### src/rtl/clock_pkg.sv
// Shared definitions for the clock time-setting controller.
//   state_e     : controller state, value doubles as the 2-bit mode output
//                 (00 RUN, 01 SET_HR, 10 SET_MIN)
//   BLANK_*     : bit positions of each digit in the 4-bit blank mask
//   DEF_*       : default timing constants for a 50 MHz system clock
//   cnt_width() : counter width for a cycle count, never below 1 bit
package clock_pkg;

    typedef enum logic [1:0] {
        ST_RUN     = 2'b00,
        ST_SET_HR  = 2'b01,
        ST_SET_MIN = 2'b10
    } state_e;

    localparam int unsigned BLANK_HR_HI  = 3;
    localparam int unsigned BLANK_HR_LO  = 2;
    localparam int unsigned BLANK_MIN_HI = 1;
    localparam int unsigned BLANK_MIN_LO = 0;

    localparam int unsigned DEF_HOLD_CYCLES    = 50_000_000;
    localparam int unsigned DEF_REPEAT_CYCLES  = 10_000_000;
    localparam int unsigned DEF_BLINK_CYCLES   = 25_000_000;
    localparam int unsigned DEF_TIMEOUT_CYCLES = 1_000_000_000;

    function automatic int unsigned cnt_width(input int unsigned n);
        return (n > 1) ? $clog2(n) : 1;
    endfunction

endpackage

### src/rtl/btn_repeat.sv
// Edge detect plus auto-repeat for a debounced button level.
//   clk, rst : system clock, synchronous active-high reset
//   level    : debounced button level
//   clear    : drops any hold in progress and suppresses the pulse this cycle
//   pulse    : one-cycle pulse on the rising edge, then after HOLD_CYCLES
//              of continuous hold, then every REPEAT_CYCLES while held
module btn_repeat
    import clock_pkg::*;
#(
    parameter int unsigned HOLD_CYCLES   = DEF_HOLD_CYCLES,
    parameter int unsigned REPEAT_CYCLES = DEF_REPEAT_CYCLES
) (
    input  logic clk,
    input  logic rst,
    input  logic level,
    input  logic clear,
    output logic pulse
);

    localparam int unsigned HW = cnt_width(HOLD_CYCLES);
    localparam int unsigned RW = cnt_width(REPEAT_CYCLES);
    localparam logic [HW-1:0] HOLD_LAST  = HW'(HOLD_CYCLES - 1);
    localparam logic [RW-1:0] REP_LAST   = RW'(REPEAT_CYCLES - 1);
    localparam logic [HW-1:0] HOLD_START = (HOLD_CYCLES > 1) ? HW'(1) : '0;

    logic          prev_q, prev_d;
    logic          armed_q, armed_d;
    logic          rep_phase_q, rep_phase_d;
    logic [HW-1:0] hold_cnt_q, hold_cnt_d;
    logic [RW-1:0] rep_cnt_q, rep_cnt_d;
    logic          rise;

    assign rise = level & ~prev_q;

    // hold_cnt counts cycles since the rise (the rise cycle is 0); once it
    // reaches HOLD_LAST the first repeat fires and rep_cnt takes over.
    always_comb begin
        prev_d      = level;
        armed_d     = armed_q;
        rep_phase_d = rep_phase_q;
        hold_cnt_d  = hold_cnt_q;
        rep_cnt_d   = rep_cnt_q;
        pulse       = 1'b0;
        if (clear || !level) begin
            armed_d     = 1'b0;
            rep_phase_d = 1'b0;
            hold_cnt_d  = '0;
            rep_cnt_d   = '0;
        end else if (rise) begin
            armed_d     = 1'b1;
            rep_phase_d = 1'b0;
            hold_cnt_d  = HOLD_START;
            rep_cnt_d   = '0;
            pulse       = 1'b1;
        end else if (armed_q) begin
            if (!rep_phase_q) begin
                if (hold_cnt_q == HOLD_LAST) begin
                    pulse       = 1'b1;
                    rep_phase_d = 1'b1;
                    rep_cnt_d   = '0;
                end else begin
                    hold_cnt_d = hold_cnt_q + HW'(1);
                end
            end else if (rep_cnt_q == REP_LAST) begin
                pulse     = 1'b1;
                rep_cnt_d = '0;
            end else begin
                rep_cnt_d = rep_cnt_q + RW'(1);
            end
        end
    end

    always_ff @(posedge clk) begin
        if (rst) begin
            prev_q      <= 1'b1;
            armed_q     <= 1'b0;
            rep_phase_q <= 1'b0;
            hold_cnt_q  <= '0;
            rep_cnt_q   <= '0;
        end else begin
            prev_q      <= prev_d;
            armed_q     <= armed_d;
            rep_phase_q <= rep_phase_d;
            hold_cnt_q  <= hold_cnt_d;
            rep_cnt_q   <= rep_cnt_d;
        end
    end

endmodule

### src/rtl/clock_set_ctrl.sv
// Time-setting mode controller for the digital clock.
//   clk, rst   : system clock, synchronous active-high reset
//   run_sw     : run switch level; clock counts only in RUN with run_sw high
//   btn_mode   : debounced mode button, each press steps RUN->SET_HR->SET_MIN->RUN
//   btn_inc    : debounced increment button, with auto-repeat while held
//   clk_en     : registered count enable to the clock datapath
//   hrup/minup : registered one-cycle hour/minute increment pulses
//   mode       : current state (00 RUN, 01 SET_HR, 10 SET_MIN)
//   blank_mask : per-digit blank, blinks the field being edited
module clock_set_ctrl
    import clock_pkg::*;
#(
    parameter int unsigned HOLD_CYCLES    = DEF_HOLD_CYCLES,
    parameter int unsigned REPEAT_CYCLES  = DEF_REPEAT_CYCLES,
    parameter int unsigned BLINK_CYCLES   = DEF_BLINK_CYCLES,
    parameter int unsigned TIMEOUT_CYCLES = DEF_TIMEOUT_CYCLES
) (
    input  logic       clk,
    input  logic       rst,
    input  logic       run_sw,
    input  logic       btn_mode,
    input  logic       btn_inc,
    output logic       clk_en,
    output logic       hrup,
    output logic       minup,
    output logic [1:0] mode,
    output logic [3:0] blank_mask
);

    localparam int unsigned BW = cnt_width(BLINK_CYCLES);
    localparam int unsigned TW = cnt_width(TIMEOUT_CYCLES);
    localparam logic [BW-1:0] BLINK_LAST = BW'(BLINK_CYCLES - 1);
    localparam logic [TW-1:0] TO_LAST    = TW'(TIMEOUT_CYCLES - 1);

    state_e        state_q, state_d;
    logic          mode_prev_q, mode_prev_d;
    logic [TW-1:0] to_cnt_q, to_cnt_d;
    logic [BW-1:0] blink_cnt_q, blink_cnt_d;
    logic          phase_q, phase_d;      // 1 = digits visible
    logic          clk_en_q, clk_en_d;
    logic          hrup_q, hrup_d;
    logic          minup_q, minup_d;
    logic [3:0]    blank_q, blank_d;
    logic          mode_rise;
    logic          inc_pulse;
    logic          timeout_hit;

    // Kept outside the always_comb so the clear -> inc_pulse path through
    // btn_repeat does not form a loop through a single block.
    assign mode_rise = btn_mode & ~mode_prev_q;

    btn_repeat #(
        .HOLD_CYCLES  (HOLD_CYCLES),
        .REPEAT_CYCLES(REPEAT_CYCLES)
    ) u_inc_repeat (
        .clk  (clk),
        .rst  (rst),
        .level(btn_inc),
        .clear(mode_rise),
        .pulse(inc_pulse)
    );

    always_comb begin
        mode_prev_d = btn_mode;

        // An increment in the last idle cycle counts as activity and wins.
        timeout_hit = (state_q != ST_RUN) && (to_cnt_q == TO_LAST) && !inc_pulse;

        state_d = state_q;
        if (mode_rise) begin
            case (state_q)
                ST_RUN:    state_d = ST_SET_HR;
                ST_SET_HR: state_d = ST_SET_MIN;
                default:   state_d = ST_RUN;
            endcase
        end else if (timeout_hit) begin
            state_d = ST_RUN;
        end

        // inc_pulse is already suppressed by btn_repeat on a mode rise.
        hrup_d  = inc_pulse && (state_q == ST_SET_HR);
        minup_d = inc_pulse && (state_q == ST_SET_MIN);

        if (state_d == ST_RUN || mode_rise || inc_pulse) begin
            to_cnt_d = '0;
        end else if (to_cnt_q != TO_LAST) begin
            to_cnt_d = to_cnt_q + TW'(1);
        end else begin
            to_cnt_d = to_cnt_q;
        end

        phase_d     = phase_q;
        blink_cnt_d = blink_cnt_q;
        if (state_d != state_q || hrup_d || minup_d || state_d == ST_RUN) begin
            phase_d     = 1'b1;
            blink_cnt_d = '0;
        end else if (blink_cnt_q == BLINK_LAST) begin
            phase_d     = ~phase_q;
            blink_cnt_d = '0;
        end else begin
            blink_cnt_d = blink_cnt_q + BW'(1);
        end

        // Mask and enable follow the next state so they line up with mode.
        blank_d = '0;
        case (state_d)
            ST_SET_HR: begin
                blank_d[BLANK_HR_HI] = ~phase_d;
                blank_d[BLANK_HR_LO] = ~phase_d;
            end
            ST_SET_MIN: begin
                blank_d[BLANK_MIN_HI] = ~phase_d;
                blank_d[BLANK_MIN_LO] = ~phase_d;
            end
            default: ;
        endcase

        clk_en_d = run_sw && (state_d == ST_RUN);
    end

    always_ff @(posedge clk) begin
        if (rst) begin
            state_q     <= ST_RUN;
            mode_prev_q <= 1'b1;
            to_cnt_q    <= '0;
            blink_cnt_q <= '0;
            phase_q     <= 1'b1;
            clk_en_q    <= 1'b0;
            hrup_q      <= 1'b0;
            minup_q     <= 1'b0;
            blank_q     <= '0;
        end else begin
            state_q     <= state_d;
            mode_prev_q <= mode_prev_d;
            to_cnt_q    <= to_cnt_d;
            blink_cnt_q <= blink_cnt_d;
            phase_q     <= phase_d;
            clk_en_q    <= clk_en_d;
            hrup_q      <= hrup_d;
            minup_q     <= minup_d;
            blank_q     <= blank_d;
        end
    end

    assign mode       = state_q;
    assign clk_en     = clk_en_q;
    assign hrup       = hrup_q;
    assign minup      = minup_q;
    assign blank_mask = blank_q;

endmodule

### config.mk
export PLATFORM = sky130hd
export DESIGN_NAME = clock_set_ctrl
export DESIGN_NICKNAME = d
export VERILOG_FILES = /design/src/rtl/clock_pkg.sv /design/src/rtl/btn_repeat.sv /design/src/rtl/clock_set_ctrl.sv
export SDC_FILE = /design/constraint.sdc
export NUM_CORES = 1
export LEC_CHECK = 0
export BUFFER_PORTS_ARGS = -buffer_cell sky130_fd_sc_hd__buf_2
export CORE_MARGIN = 2
export CORE_UTILIZATION = 65
export CTS_BUF_LIST = sky130_fd_sc_hd__clkbuf_8
export DETAILED_ROUTE_END_ITERATION = 8
export PLACE_DENSITY_LB_ADDON = 0.1
export SKIP_LAST_GASP = 1
export SYNTH_ARGS = -nofsm -noshare
export SYNTH_HDL_FRONTEND = slang
export SYNTH_SLANG_ARGS = --single-unit
### constraint.sdc
create_clock -name clk -period 5.1 [get_ports clk]
set_clock_uncertainty 0.2 [all_clocks]
set_input_delay 0.255 -clock clk [delete_from_list [all_inputs] [get_ports clk]]
set_output_delay 0.255 -clock clk [all_outputs]
set_load 0.01 [all_outputs]
==> results.cfg <==
[pwr]
clock_power_share_pct = 51.7
vdd_drop_max_mv = 0.217
leakagePower_nw = 1.94
p_switching_w = 0.000411
p_int_w = 0.00157
powerDensity_mw_per_mm2 = 314
p_comb_share_pct = 1.7
p_sw_share_pct = 20.8
seq_power_share_pct = 46.6

[synthesis]
synth_top_family_by_area = simple AND/OR/NAND/NOR gates
seq_area_frac_synth_pct = 41.0
synth_xor_area_share_pct = 12.9
synth-compound-area-share_pct = 9.31
synth_edf_count = 0
yosysWarnings = 0
synth_seq_cells = 117
synth.avg_cell_area_um2 = 8.41
netlist_area_mm2 = 0.00571
synthDistinctLibCells = 55
synthSimpleGateAreaFrac_pct = 32.2
synth_area_leader_cell = dfxtp_1
synth_fa_ha_area_share_pct = 0.876
syn_inst = 679
synthTopCellsByArea = dfxtp_1 (41%), xnor2_1 (7.4%), nor2_1 (5.9%)
synthMuxAreaShare_pct = 0.613
synth_ff_type = dfxtp_1
synth_top_area_share_pct = 41.0
synthArstFlopShare_pct = 0
syn_nets = 688

[finish]
multi_input_area_mm2 = 0.00319
ff_latch_area_mm2 = 0.00234
fillerInstances = 666
drive_gt1_share_pct = 7.44
nNetsFinal = 696
final_core_util_pct = 73.0
diodes = 0
syn_to_final_growth_pct = 10.3

[sta]
rsz0062_at_grt = no
fin_crit_sh_pct = 66.0
slew_headroom_pct = 20.3
setup_tns_ns = 0
hold_viol = 0
final_max_slew_viol_count = 0
setup_viol = 0
whs_ns = 0.116
clock.fmax_ghz = 0.297
setup_ws_ns = 1.74
tightest_slew_ns = 1.19
fin_crit_ns = 3.36

[worst_setup_path]
timing.rr.start = u_inc_repeat.hold_cnt_q[10]$_SDFFE_PP0P_
reg2reg_depth = 6
crit_path_start_kind = flop
path_class = reg2reg
crit_chain = or4b_1 > or4_4 > nor4_2 > nor3_1 > nand3_1 > a2111oi_0
cp_slowest_cell = nand3_1
crit_start = u_inc_repeat.hold_cnt_q[10]$_SDFFE_PP0P_
required_ns = 5.15
cp_max_fo = 28
cp-end-kind = flop
crit_arrival_ns = 3.41
slowest_delay_ns = 0.78

[route]
wl_um = 12100
wl_per_cell_um = 15.0
drt-pass1-iter-count = 5
ant_nets = 0
drc = 0
routed_via_density = 6.02
first_iter_violations = 202
vias = 4860

[clocking]
cts_tree = built
h-tree-depth = 4
clock-root-buffer = clkbuf_8
cts_buffers = 17
clockBufferDepth = 2
clock_sinks = 117
ctsResizeCount = 0
clk_pin_slew_ns = 0.07
clkLatencyLatePin_ns = 0.43

[global_routing]
grt_max_degree = 32
antenna_found_initial = 0
grt_pass1_wl_um = 20700
grt_util_all_layers_pct = 26.1
overflow = 0
grt_pass1_vias = 4573

[min_path]
holdCritPathClass = in2reg
worstHoldStart = rst
hold_depth = 2

[floorplan]
dieHeight_um = 97.7
die_area_mm2 = 0.00955
core_area_mm2 = 0.00864
chipWidth_um = 97.7
num_rows = 34
ios = 14
initial_core_util_pct = 66.1

[placement]
post-place-ws_ns = 1.74
gp_congestion = 0.798
dp_hpwl_um = 7980
io_buffers = 13

[status]
status = completed

[flow_run]
maxCapViolations = 0
[through the flow]
stage          total power, W  std cells  cell area, µm²
2_1_floorplan        0.000965        679            5710
3_3_place_gp         0.000972        773            5790
3_5_place_dp         0.000973        773            5790
4_1_cts               0.00199        807            6300
5_1_grt               0.00203        807            6300
6_report              0.00198        807            6300
[synth_stat cells, types with 2 or more instances]
cell type	instances
dfxtp_1	117
or3_1	18
or4_1	3
or2_2	2
buf_4	4
nor4b_1	9
nor4_1	12
inv_1	14
nand3_1	31
clkbuf_1	19
or4b_1	2
o21ai_0	17
xnor2_1	48
o2111ai_1	2
nor2_1	90
mux2i_1	2
o21a_1	3
a311oi_1	2
nor3_1	17
a41oi_1	2
xor2_1	36
nand2b_1	2
nand2_1	61
and4_1	10
nor3b_1	3
ha_1	4
nand4_1	34
a211o_1	3
a21oi_1	31
and2_1	13
a2111oi_0	2
and3_1	25
buf_2	5
a211oi_1	11
nor4bb_1	5
[worst max-delay path, delay by kind of cell (launching register included)]
kind	cells	cell delay [ns]
AND/OR/NAND/NOR	5	2.41
flip-flops	1	0.34
AO/OA/AOI/OAI	1	0.24
[worst paths after layout]
path,endpoint,slack (ns)
worst max-delay path,blink_cnt_q[1]$_SDFF_PP0_,1.74
worst min-delay path,mode[1]$_SDFF_PP0_,0.12
worst max register to register,blink_cnt_q[1]$_SDFF_PP0_,1.74
worst min register to register,blink_cnt_q[0]$_SDFF_PP0_,0.26
[registers in the layout, summed over array words and instances, names as in the netlist]
signal	count
blank_mask	2
clk_en	1
u_inc_repeat.armed_q	1
hrup	1
blink_cnt_q	25
u_inc_repeat.prev_q	1
minup	1
u_inc_repeat.rep_cnt_q	24
to_cnt_q	30
u_inc_repeat.rep_phase_q	1
u_inc_repeat.hold_cnt_q	26
phase_q	1
mode_prev_q	1
mode	2
[final cells by class]
| cell class | instances | share of cell area [%] |
|---|---|---|
| clock buffers | 18 | 3.93 |
| inverters | 14 | 0.834 |
| flip-flops and latches | 117 | 37.2 |
| well taps | 108 | 2.14 |
| repair buffers | 17 | 1.63 |
| clock inverters | 13 | 3.65 |
| multi-input cells | 520 | 50.6 |
[repair_timing]
| item | 4_1_cts | 5_1_grt |
|---|---|---|
| endpoints found under the hold margin | 3 | 0 |
| buffers inserted | 0 | 0 |
| hold buffers | 3 | 0 |
[cells in the final DEF, fill, tap and decap left out, types with 3 or more instances in the layout]
cell type,n
xnor2_1,48
a211o_1,3
clkinvlp_4,3
inv_1,14
nor4b_1,9
nand3_1,31
nor4_1,12
dfxtp_1,117
and2_1,13
clkbuf_8,18
o21ai_0,17
a21oi_1,31
and4_1,10
nor2_1,90
and3_1,25
nor3b_1,3
buf_2,13
xor2_1,36
or4_1,3
a211oi_1,11
bufinv_16,6
nand4_1,34
o21a_1,3
ha_1,4
nor4bb_1,5
nor3_1,17
dlygate4sd3_1,3
or3_1,18
nand2_1,61
[cell families (layout without fill, tap and decap cells)]
family	count (synthesis)	count (layout)
buffers and inverters	42	62
multiplexers	3	3
flip-flops	117	117
adder cells (fa/ha/maj)	4	4
AO/OA/AOI/OAI	83	83
XOR/XNOR	84	84
AND/OR/NAND/NOR	346	346
[layer usage]
layer  up-vias  track usage (%)  share of wire [%]
li1       2428                -                  -
met1      2307             34.9                 48
met2       105             42.1                 46
met3        20             5.51                4.2
met4         0             9.51                1.5
met5         -                0                  0
[power groups by stage]
stage | clock, W | combinational (W) | sequential [W]
after CTS | 0.00103 | 0.0000334 | 0.000920
after detailed placement | 0 | 0.0000317 | 0.000941
after global routing | 0.00107 | 0.0000373 | 0.000921
final | 0.00102 | 0.0000335 | 0.000921
after global placement | 0 | 0.0000313 | 0.000941
after floorplan | 0 | 0.0000254 | 0.000939
Note: power is estimated with default switching activity, not from simulation.
